[src/rtl/spi_pkg.sv]
// Shared SPI definitions: controller state encoding, SPI mode constants and
// helpers that split a mode number into its clock polarity and phase bits.
package spi_pkg;

  typedef enum logic [2:0] {
    ST_IDLE     = 3'd0,
    ST_CS_SETUP = 3'd1,
    ST_SHIFT    = 3'd2,
    ST_GAP      = 3'd3,
    ST_CS_HOLD  = 3'd4,
    ST_CS_IDLE  = 3'd5
  } state_e;

  localparam logic [1:0] SPI_MODE0 = 2'd0;
  localparam logic [1:0] SPI_MODE1 = 2'd1;
  localparam logic [1:0] SPI_MODE2 = 2'd2;
  localparam logic [1:0] SPI_MODE3 = 2'd3;

  function automatic logic cpol(input logic [1:0] mode);
    return mode[1];
  endfunction

  function automatic logic cpha(input logic [1:0] mode);
    return mode[0];
  endfunction

endpackage

[src/rtl/spi_sclk_gen.sv]
// SCLK generator: while enabled, toggles SCLK every c_CLKS_PER_HALF_BIT cycles
// for 2*c_WIDTH edges; strobes fire in the cycle whose clock edge moves the pin.
module spi_sclk_gen
  import spi_pkg::*;
#(
  parameter int c_SPI_MODE          = 0,
  parameter int c_WIDTH             = 8,
  parameter int c_CLKS_PER_HALF_BIT = 2
) (
  input  logic i_clk,
  input  logic i_rst_n,
  input  logic i_en,
  output logic o_sclk,
  output logic o_lead,
  output logic o_trail,
  output logic o_done
);

  localparam logic            CPOL    = cpol(2'(c_SPI_MODE));
  localparam int              HB_W    = $clog2(c_CLKS_PER_HALF_BIT);
  localparam int              EC_W    = $clog2(2 * c_WIDTH + 1);
  localparam logic [HB_W-1:0] HB_LAST = HB_W'(c_CLKS_PER_HALF_BIT - 1);
  localparam logic [EC_W-1:0] EC_LAST = EC_W'(2 * c_WIDTH - 1);
  localparam logic [EC_W-1:0] EC_END  = EC_W'(2 * c_WIDTH);

  logic [HB_W-1:0] hb_q, hb_d;
  logic [EC_W-1:0] ec_q, ec_d;
  logic            sclk_q, sclk_d;
  logic            edge_stb;

  always_comb begin
    edge_stb = i_en && (hb_q == HB_LAST) && (ec_q != EC_END);
    hb_d     = hb_q;
    ec_d     = ec_q;
    sclk_d   = sclk_q;
    // Disabled means parked: counters cleared and SCLK forced to its idle level.
    if (!i_en) begin
      hb_d   = '0;
      ec_d   = '0;
      sclk_d = CPOL;
    end else if (edge_stb) begin
      hb_d   = '0;
      ec_d   = ec_q + 1'b1;
      sclk_d = ~sclk_q;
    end else begin
      hb_d   = hb_q + 1'b1;
    end
  end

  always_ff @(posedge i_clk or negedge i_rst_n) begin
    if (!i_rst_n) begin
      hb_q   <= '0;
      ec_q   <= '0;
      sclk_q <= CPOL;
    end else begin
      hb_q   <= hb_d;
      ec_q   <= ec_d;
      sclk_q <= sclk_d;
    end
  end

  assign o_sclk  = sclk_q;
  assign o_lead  = edge_stb && (sclk_q == CPOL);
  assign o_trail = edge_stb && (sclk_q != CPOL);
  assign o_done  = edge_stb && (ec_q == EC_LAST);

endmodule

[src/rtl/spi_master_cs.sv]
// SPI master with chip select timing and multi-word bursts. CS_N is low for exactly
// SETUP + 2*WIDTH*CLKS + HOLD cycles per single-word burst; first SCLK edge is SETUP+CLKS after CS_N falls.
module spi_master_cs
  import spi_pkg::*;
#(
  parameter int c_SPI_MODE          = 0,
  parameter int c_WIDTH             = 8,
  parameter int c_CLKS_PER_HALF_BIT = 2,
  parameter int c_MSB_FIRST         = 1,
  parameter int c_CS_SETUP_CLKS     = 2,
  parameter int c_CS_HOLD_CLKS      = 2,
  parameter int c_CS_IDLE_CLKS      = 2
) (
  input  logic               i_CLK,
  input  logic               i_RESET_N,
  input  logic [c_WIDTH-1:0] i_TX_DATA,
  input  logic               i_TX_DV,
  input  logic               i_TX_LAST,
  output logic               o_TX_READY,
  output logic               o_RX_DV,
  output logic [c_WIDTH-1:0] o_RX_DATA,
  output logic               o_BUSY,
  input  logic               i_SPI_MISO,
  output logic               o_SPI_CLK,
  output logic               o_SPI_MOSI,
  output logic               o_SPI_CS_N
);

  localparam logic CPHA    = cpha(2'(c_SPI_MODE));
  localparam int   TIM_MAX = (c_CS_SETUP_CLKS > c_CS_HOLD_CLKS)
                           ? ((c_CS_SETUP_CLKS > c_CS_IDLE_CLKS) ? c_CS_SETUP_CLKS : c_CS_IDLE_CLKS)
                           : ((c_CS_HOLD_CLKS  > c_CS_IDLE_CLKS) ? c_CS_HOLD_CLKS  : c_CS_IDLE_CLKS);
  localparam int   TIM_W   = $clog2(TIM_MAX + 1);
  localparam logic [TIM_W-1:0] SETUP_LAST = TIM_W'(c_CS_SETUP_CLKS - 1);
  localparam logic [TIM_W-1:0] HOLD_LAST  = TIM_W'(c_CS_HOLD_CLKS - 1);
  localparam logic [TIM_W-1:0] IDLE_LAST  = TIM_W'(c_CS_IDLE_CLKS - 1);

  function automatic logic out_bit(input logic [c_WIDTH-1:0] sr);
    return (c_MSB_FIRST != 0) ? sr[c_WIDTH-1] : sr[0];
  endfunction

  function automatic logic [c_WIDTH-1:0] shift_out(input logic [c_WIDTH-1:0] sr);
    return (c_MSB_FIRST != 0) ? {sr[c_WIDTH-2:0], 1'b0} : {1'b0, sr[c_WIDTH-1:1]};
  endfunction

  function automatic logic [c_WIDTH-1:0] shift_in(input logic [c_WIDTH-1:0] sr, input logic b);
    return (c_MSB_FIRST != 0) ? {sr[c_WIDTH-2:0], b} : {b, sr[c_WIDTH-1:1]};
  endfunction

  state_e             state_q, state_d;
  logic [TIM_W-1:0]   tim_q, tim_d;
  logic [c_WIDTH-1:0] tx_sr_q, tx_sr_d;
  logic [c_WIDTH-1:0] rx_sr_q, rx_sr_d;
  logic [c_WIDTH-1:0] rx_data_q, rx_data_d;
  logic               rx_dv_q, rx_dv_d;
  logic               mosi_q, mosi_d;
  logic               cs_n_q, cs_n_d;
  logic               ready_q, ready_d;
  logic               busy_q, busy_d;
  logic               last_q, last_d;
  logic               accept, lead, trail, done;

  spi_sclk_gen #(
    .c_SPI_MODE          (c_SPI_MODE),
    .c_WIDTH             (c_WIDTH),
    .c_CLKS_PER_HALF_BIT (c_CLKS_PER_HALF_BIT)
  ) u_sclk (
    .i_clk   (i_CLK),
    .i_rst_n (i_RESET_N),
    .i_en    (state_q == ST_SHIFT),
    .o_sclk  (o_SPI_CLK),
    .o_lead  (lead),
    .o_trail (trail),
    .o_done  (done)
  );

  always_comb begin
    accept    = i_TX_DV && ready_q;
    state_d   = state_q;
    tim_d     = tim_q;
    tx_sr_d   = tx_sr_q;
    rx_sr_d   = rx_sr_q;
    rx_data_d = rx_data_q;
    rx_dv_d   = 1'b0;
    mosi_d    = mosi_q;
    cs_n_d    = cs_n_q;
    last_d    = last_q;

    unique case (state_q)
      ST_IDLE: begin
        mosi_d = 1'b0;
        if (accept) begin
          state_d = ST_CS_SETUP;
          tim_d   = '0;
          cs_n_d  = 1'b0;
          last_d  = i_TX_LAST;
        end
      end
      ST_CS_SETUP: begin
        if (tim_q == SETUP_LAST) begin
          state_d = ST_SHIFT;
          tim_d   = '0;
        end else begin
          tim_d   = tim_q + 1'b1;
        end
      end
      ST_SHIFT: begin
        // CPHA picks which edge samples MISO; the other edge advances MOSI.
        if ((lead && !CPHA) || (trail && CPHA)) begin
          rx_sr_d = shift_in(rx_sr_q, i_SPI_MISO);
        end
        if ((trail && !CPHA) || (lead && CPHA)) begin
          mosi_d  = out_bit(tx_sr_q);
          tx_sr_d = shift_out(tx_sr_q);
        end
        if (done) begin
          rx_dv_d   = 1'b1;
          rx_data_d = rx_sr_d;
          tim_d     = '0;
          state_d   = last_q ? ST_CS_HOLD : ST_GAP;
        end
      end
      ST_GAP: begin
        if (accept) begin
          state_d = ST_SHIFT;
          last_d  = i_TX_LAST;
        end
      end
      ST_CS_HOLD: begin
        if (tim_q == HOLD_LAST) begin
          state_d = ST_CS_IDLE;
          tim_d   = '0;
          cs_n_d  = 1'b1;
          mosi_d  = 1'b0;
        end else begin
          tim_d   = tim_q + 1'b1;
        end
      end
      ST_CS_IDLE: begin
        mosi_d = 1'b0;
        if (tim_q == IDLE_LAST) begin
          state_d = ST_IDLE;
          tim_d   = '0;
        end else begin
          tim_d   = tim_q + 1'b1;
        end
      end
      default: state_d = ST_IDLE;
    endcase

    // CPHA=0 must present the first bit before the first edge, so it is driven at load.
    if (accept) begin
      if (CPHA) begin
        tx_sr_d = i_TX_DATA;
      end else begin
        tx_sr_d = shift_out(i_TX_DATA);
        mosi_d  = out_bit(i_TX_DATA);
      end
    end

    ready_d = (state_d == ST_IDLE) || (state_d == ST_GAP);
    busy_d  = (state_d != ST_IDLE);
  end

  always_ff @(posedge i_CLK or negedge i_RESET_N) begin
    if (!i_RESET_N) begin
      state_q   <= ST_IDLE;
      tim_q     <= '0;
      tx_sr_q   <= '0;
      rx_sr_q   <= '0;
      rx_data_q <= '0;
      rx_dv_q   <= 1'b0;
      mosi_q    <= 1'b0;
      cs_n_q    <= 1'b1;
      ready_q   <= 1'b1;
      busy_q    <= 1'b0;
      last_q    <= 1'b0;
    end else begin
      state_q   <= state_d;
      tim_q     <= tim_d;
      tx_sr_q   <= tx_sr_d;
      rx_sr_q   <= rx_sr_d;
      rx_data_q <= rx_data_d;
      rx_dv_q   <= rx_dv_d;
      mosi_q    <= mosi_d;
      cs_n_q    <= cs_n_d;
      ready_q   <= ready_d;
      busy_q    <= busy_d;
      last_q    <= last_d;
    end
  end

  assign o_TX_READY = ready_q;
  assign o_RX_DV    = rx_dv_q;
  assign o_RX_DATA  = rx_data_q;
  assign o_BUSY     = busy_q;
  assign o_SPI_MOSI = mosi_q;
  assign o_SPI_CS_N = cs_n_q;

endmodule

[config.mk]
export PLATFORM = sky130hd
export DESIGN_NAME = spi_master_cs
export DESIGN_NICKNAME = d
export VERILOG_FILES = /design/src/rtl/spi_pkg.sv /design/src/rtl/spi_sclk_gen.sv /design/src/rtl/spi_master_cs.sv
export SDC_FILE = /design/constraint.sdc
export NUM_CORES = 1
export LEC_CHECK = 0
export CORE_ASPECT_RATIO = 0.8
export CORE_MARGIN = 4
export CORE_UTILIZATION = 62
export CTS_CLUSTER_DIAMETER = 120
export CTS_CLUSTER_SIZE = 20
export DETAILED_ROUTE_END_ITERATION = 16
export DONT_BUFFER_PORTS = 1
export PLACE_DENSITY = 0.83
export SYNTH_ARGS = -nofsm -noshare
export SYNTH_HDL_FRONTEND = slang
export SYNTH_SLANG_ARGS = --single-unit
[constraint.sdc]
create_clock -name i_CLK -period 3.19 [get_ports i_CLK]
set_input_delay 0.4785 -clock i_CLK [delete_from_list [all_inputs] [get_ports i_CLK]]
set_output_delay 0.4785 -clock i_CLK [all_outputs]
set_load 0.005 [all_outputs]
# == Word-level counts from Yosys, hierarchy flattened ==
# Index checks and enable logic that the tools add are counted.
# totals
register_bits,42
latchBits,0
ram_bits,0
romBits,0
in_bits,13
out_inout_bits,14
wordCells,88
n_memories,0
# classes
add_sub_neg,3
multipliers,0
n_div,0
order_cmp,0
eq_ne,15
n_shift,0
n_mux,31
bitwise_logic,1
n_reduce_logical,24
# op_table
operator,n
$mux 8,4
$mux 3,7
$pmux 3 s6,1
$mux 1,11
$mux 5,2
$eq 3x2->1 const B,3
$reduce_and 3->1,3
$ne 2x2->1 const B,4
$eq 3x3->1 const B,2
$logic_and 1x1->1,6
$logic_not 3->1,2
$mux 2,3
$ne 3x3->1 const B,2
$pmux 2 s3,1
$reduce_and 2->1,3
$reduce_bool 2->1,3
$reduce_bool 3->1,2
$add 5x1->5 const B,1
$eq 5x4->1 const B,1
$ne 5x5->1 const B,1
$reduce_bool 4->1,1
$reduce_or 2->1,2
$eq 3x1->1 const B,1
$pmux 1 s3,1
7 further kinds,7

# == Longest topological paths before layout ==
# depth
ltp_word,8
depth_mapped,8

# == By module ==
# Synthesis repeated with hierarchy kept, for this count alone.
# hier_totals
hier_cells,175
hier_area_um2,2034.5
# modules_own_cells
module,instances,cells_per_inst,area_per_inst_um2,seq_area_each_um2
spi_master_cs,1,138,1635.3,853.3
spi_sclk_gen,1,37,399.1,175.2

# == Least setup slack after synthesis ==
# Ideal clock, no wire load.
# synth_timing
path_kind,reg-to-reg
startpoint,register u_sclk.ec_q[0]
endpoint,register rx_sr_q[0]
setup_time_ns,0.125
arrival_time_ns,1.789
required_ns,3.065
setup_slack_ns,1.276
stages_incl_launch_ff,9
path_buffers,2
synth_period_minus_slack_ns,1.914
cell_sequence,dfrtp_1 inv_1 ha_1 nand4bb_1 buf_4 and2_1 buf_2 nor3b_4 mux2_2
# synth_via
elab_chain_cells,4
# synth_rtl
item,line_no,rtl
start: declaration,spi_sclk_gen.sv:27,"logic [EC_W-1:0] ec_q, ec_d;"
start signal: assignment,spi_sclk_gen.sv:53,ec_q <= '0;
start signal: assignment,spi_sclk_gen.sv:57,ec_q <= ec_d;
$ne 5x5->1,spi_sclk_gen.sv:32,edge_stb = i_en && (hb_q == HB_LAST) && (ec_q != EC_END);
$logic_and 1x1->1,spi_sclk_gen.sv:32,
$logic_and 1x1->1,spi_sclk_gen.sv:63,assign o_lead = edge_stb && (sclk_q == CPOL);
$mux 8,spi_master_cs.sv:109,if ((lead && !CPHA) || (trail && CPHA)) begin
end signal: assignment,spi_master_cs.sv:182,rx_sr_q <= rx_sr_d;
end: declaration,spi_master_cs.sv:53,"logic [c_WIDTH-1:0] rx_sr_q, rx_sr_d;"
# Every way passes these cells.
# A chain may end at the register's enable or synchronous reset.

# == Worst setup path after layout ==
# Same ends and word-level chain as after synthesis.

==> metrics <==
status=finished clean; crit-path max FO=8; Core Util, Final=70.4%; clk sink count=41; worst r2r dst=rx_sr_q[0]; DRT iter0 DRCs=60; Die X=69.9 um; critical path data arrival time=2.41 ns; Final HPWL DP=2.42 mm; worst slew pin tran=0.746 ns; post-route cell area=0.00201 mm2; Post-Place Cell Area=0.00190 mm2; Synth Area in XOR/XNOR=2.30%; worst rel slew slack=50.3%; io pins=27; Worst Path Required=3.36 ns; max cap viols=0; Worst VDD drop=0.475 mV; WHS=0.0232 ns; post-synthesis mux area share=12.7%; CP endpoint kind=flop; final hold violation count=0; layout net count=191; asr flop ratio synth=100%; Post-CTS Setup Repair Bufs=0; num rows=17; Routed WL=3.37 mm; CTS tree=built; via count=1,293; startpoint types=flop; Seq cells post-synth=41; sequential share of the synthesized area=54.1%; Final setup violation count=0; Worst Skew=0.00768 ns; WL/cell=15.7 um; Power Density=801 mW/mm2; GRT overflow=0; fmax=0.447 GHz; DIE AREA=0.00402 mm2; CTS H-tree depth=2; Sequential Area=0.00103 mm2; starting density of the core=66.7%; synth cell count leaders=39 x dfrtp_1, 18 x nor2_1, 14 x mux2i_1, 14 x o21ai_0, 13 x nand2_1; Synth Area in Compound Gates=11.2%; Gate Count Post-Synth=179; class of the worst hold path=input port to async pin; area of the multi-input gates=795 um2; Post-synth EDFFs=0; IO buf count=0; Netlist cell types=36; vias in the first global route=1,295; cell taking the most area after synthesis=dfrtp_1; Reg2Reg Depth=6; Post-Synth Adder-Cell Area=1.97%; syn avg cell area=10.6 um2; Area contributors post-synth=dfrtp_1 51%, mux2i_1 7.4%, mux2_2 5.3%, o21ai_0 3.7%, nor2_1 3.6%; Clock Tree Buf Depth=2; fill count=205; Worst Setup EP=rx_sr_q[0]; yosys warns=0; Die Ht=57.5 um; drt first pass iters=4; synthesis-to-finish area growth=5.53%; ANT cells=0; Mapped Area=0.00190 mm2; Post-synth top flop=dfrtp_1; Synth top area share=51.3%; post-DR vias/cell=6.04; beginning of the critical path=u_sclk.ec_q[0]; core area=0.00285 mm2; Tmin final=2.24 ns; reg-to-reg slack, setup=0.95 ns; clock slew at reported path FFs=0.07 ns; syn nets=195; clock root buffer=clkbuf_8; combinational family with the most area after synthesis=simple AND/OR/NAND/NOR gates; CTS Buf Count=5; R2R Path Start=u_sclk.ec_q[0]; fraction of layout cells with a size suffix above 1=10.8%; RePlAce Congestion=0.929; All-Layer GR Usage=19.2%; count leader, synth=dfrtp_1; Setup CP Type=flop to flop; largest net degree at the start of global routing=40; final setup TNS=0 ns; Remaining DRCs=0; Synth Area in Simple Gates=13.6%; final worst-path cycle share=70.2%; Max Slew Vio Count=0; initial antenna violation count=0; Routed Antenna Nets=0; Lkg Pwr=0.000953 uW; first-pass GRT wire length=6.07 mm; worst skew pair latency=0.29 ns; unrepaired setup endpoints after global routing=false
## where the power goes
part | switching, uW | internal, uW
combinational | 197 | 246
sequential | 162 | 670
clock | 155 | 176
total | 515 | 1090
## flip-flops by register name, indices dropped and copies added, names as in the netlist, 2 cells and up
signal       cells
o_RX_DATA        8
rx_sr_q          8
state_q          3
tim_q            2
tx_sr_q          7
u_sclk.ec_q      5
## logic make-up after synthesis
logic type | Yosys count
compound gates | 36
xor+xnor | 5
fa+ha+maj | 3
buf+inv | 19
flops | 41
mux | 23
simple gates | 52
## cell usage in the layout (no fill, tap or decap), types with 2 or more instances in the layout
cell,n
dfrtp_1,39
nor2_1,18
o21ai_0,14
mux2i_1,14
nand2_1,13
a21oi_1,11
mux2_2,9
inv_1,7
nand4_1,6
clkbuf_8,6
nand3_1,5
xor2_1,3
ha_1,3
a21o_1,2
nor3_1,2
xnor2_1,2
o311ai_0,2
clkbuf_1,2
dfstp_2,2
## worst min-delay path by stage
stage | slack [ns] | depth (start not counted) | end
6_report | 0.02 | 1 | tx_sr_q[5]
5_1_grt | 0.02 | 0 | o_SPI_CS_N
4_1_cts | 0.02 | 1 | tx_sr_q[5]
3_5_place_dp | 0.18 | 0 | o_BUSY
3_3_place_gp | 0.18 | 0 | o_BUSY
2_1_floorplan | 0.18 | 0 | last_q
## timing repair
action                    in CTS  in global routing
hold endpoints to repair      39                  0
hold buffers                   1                  0
resized for setup              0                  0
## cell type report
| cell class | count | area share [%] |
|---|---|---|
| Inverter | 7 | 1.31 |
| Clock buffer | 8 | 4.49 |
| Timing Repair Buffer | 1 | 0.998 |
| Multi-Input combinational cell | 119 | 39.6 |
| Tap cell | 38 | 2.37 |
| Sequential cell | 41 | 51.2 |
## critical path, cell delays in order (launching register included)
cell,delay (ns)
dfrtp_1,0.41
inv_1,0.07
ha_1,0.19
nand4bb_1,0.24
and2_1,0.35
nor3b_4,0.48
mux2_2,0.39
## per-stage QoR
stage               worst slack, ns  instances  total power [uW]
global placement               1.03        205              1240
global route                  0.821        214              1730
CTS                           0.957        214              1620
detailed placement            0.971        205              1280
finish                        0.952        214              1610
floorplan                      1.28        179              1190
## metal layers
layer  GRT usage [%]  up-vias  routed length, um
li1                -      616                  -
met1            24.0      620               1500
met2            30.3       50               1560
met3            6.87        7                258
met4            8.47        0                 48
met5               0        -                  0
Power figures use the tool's default switching activity.
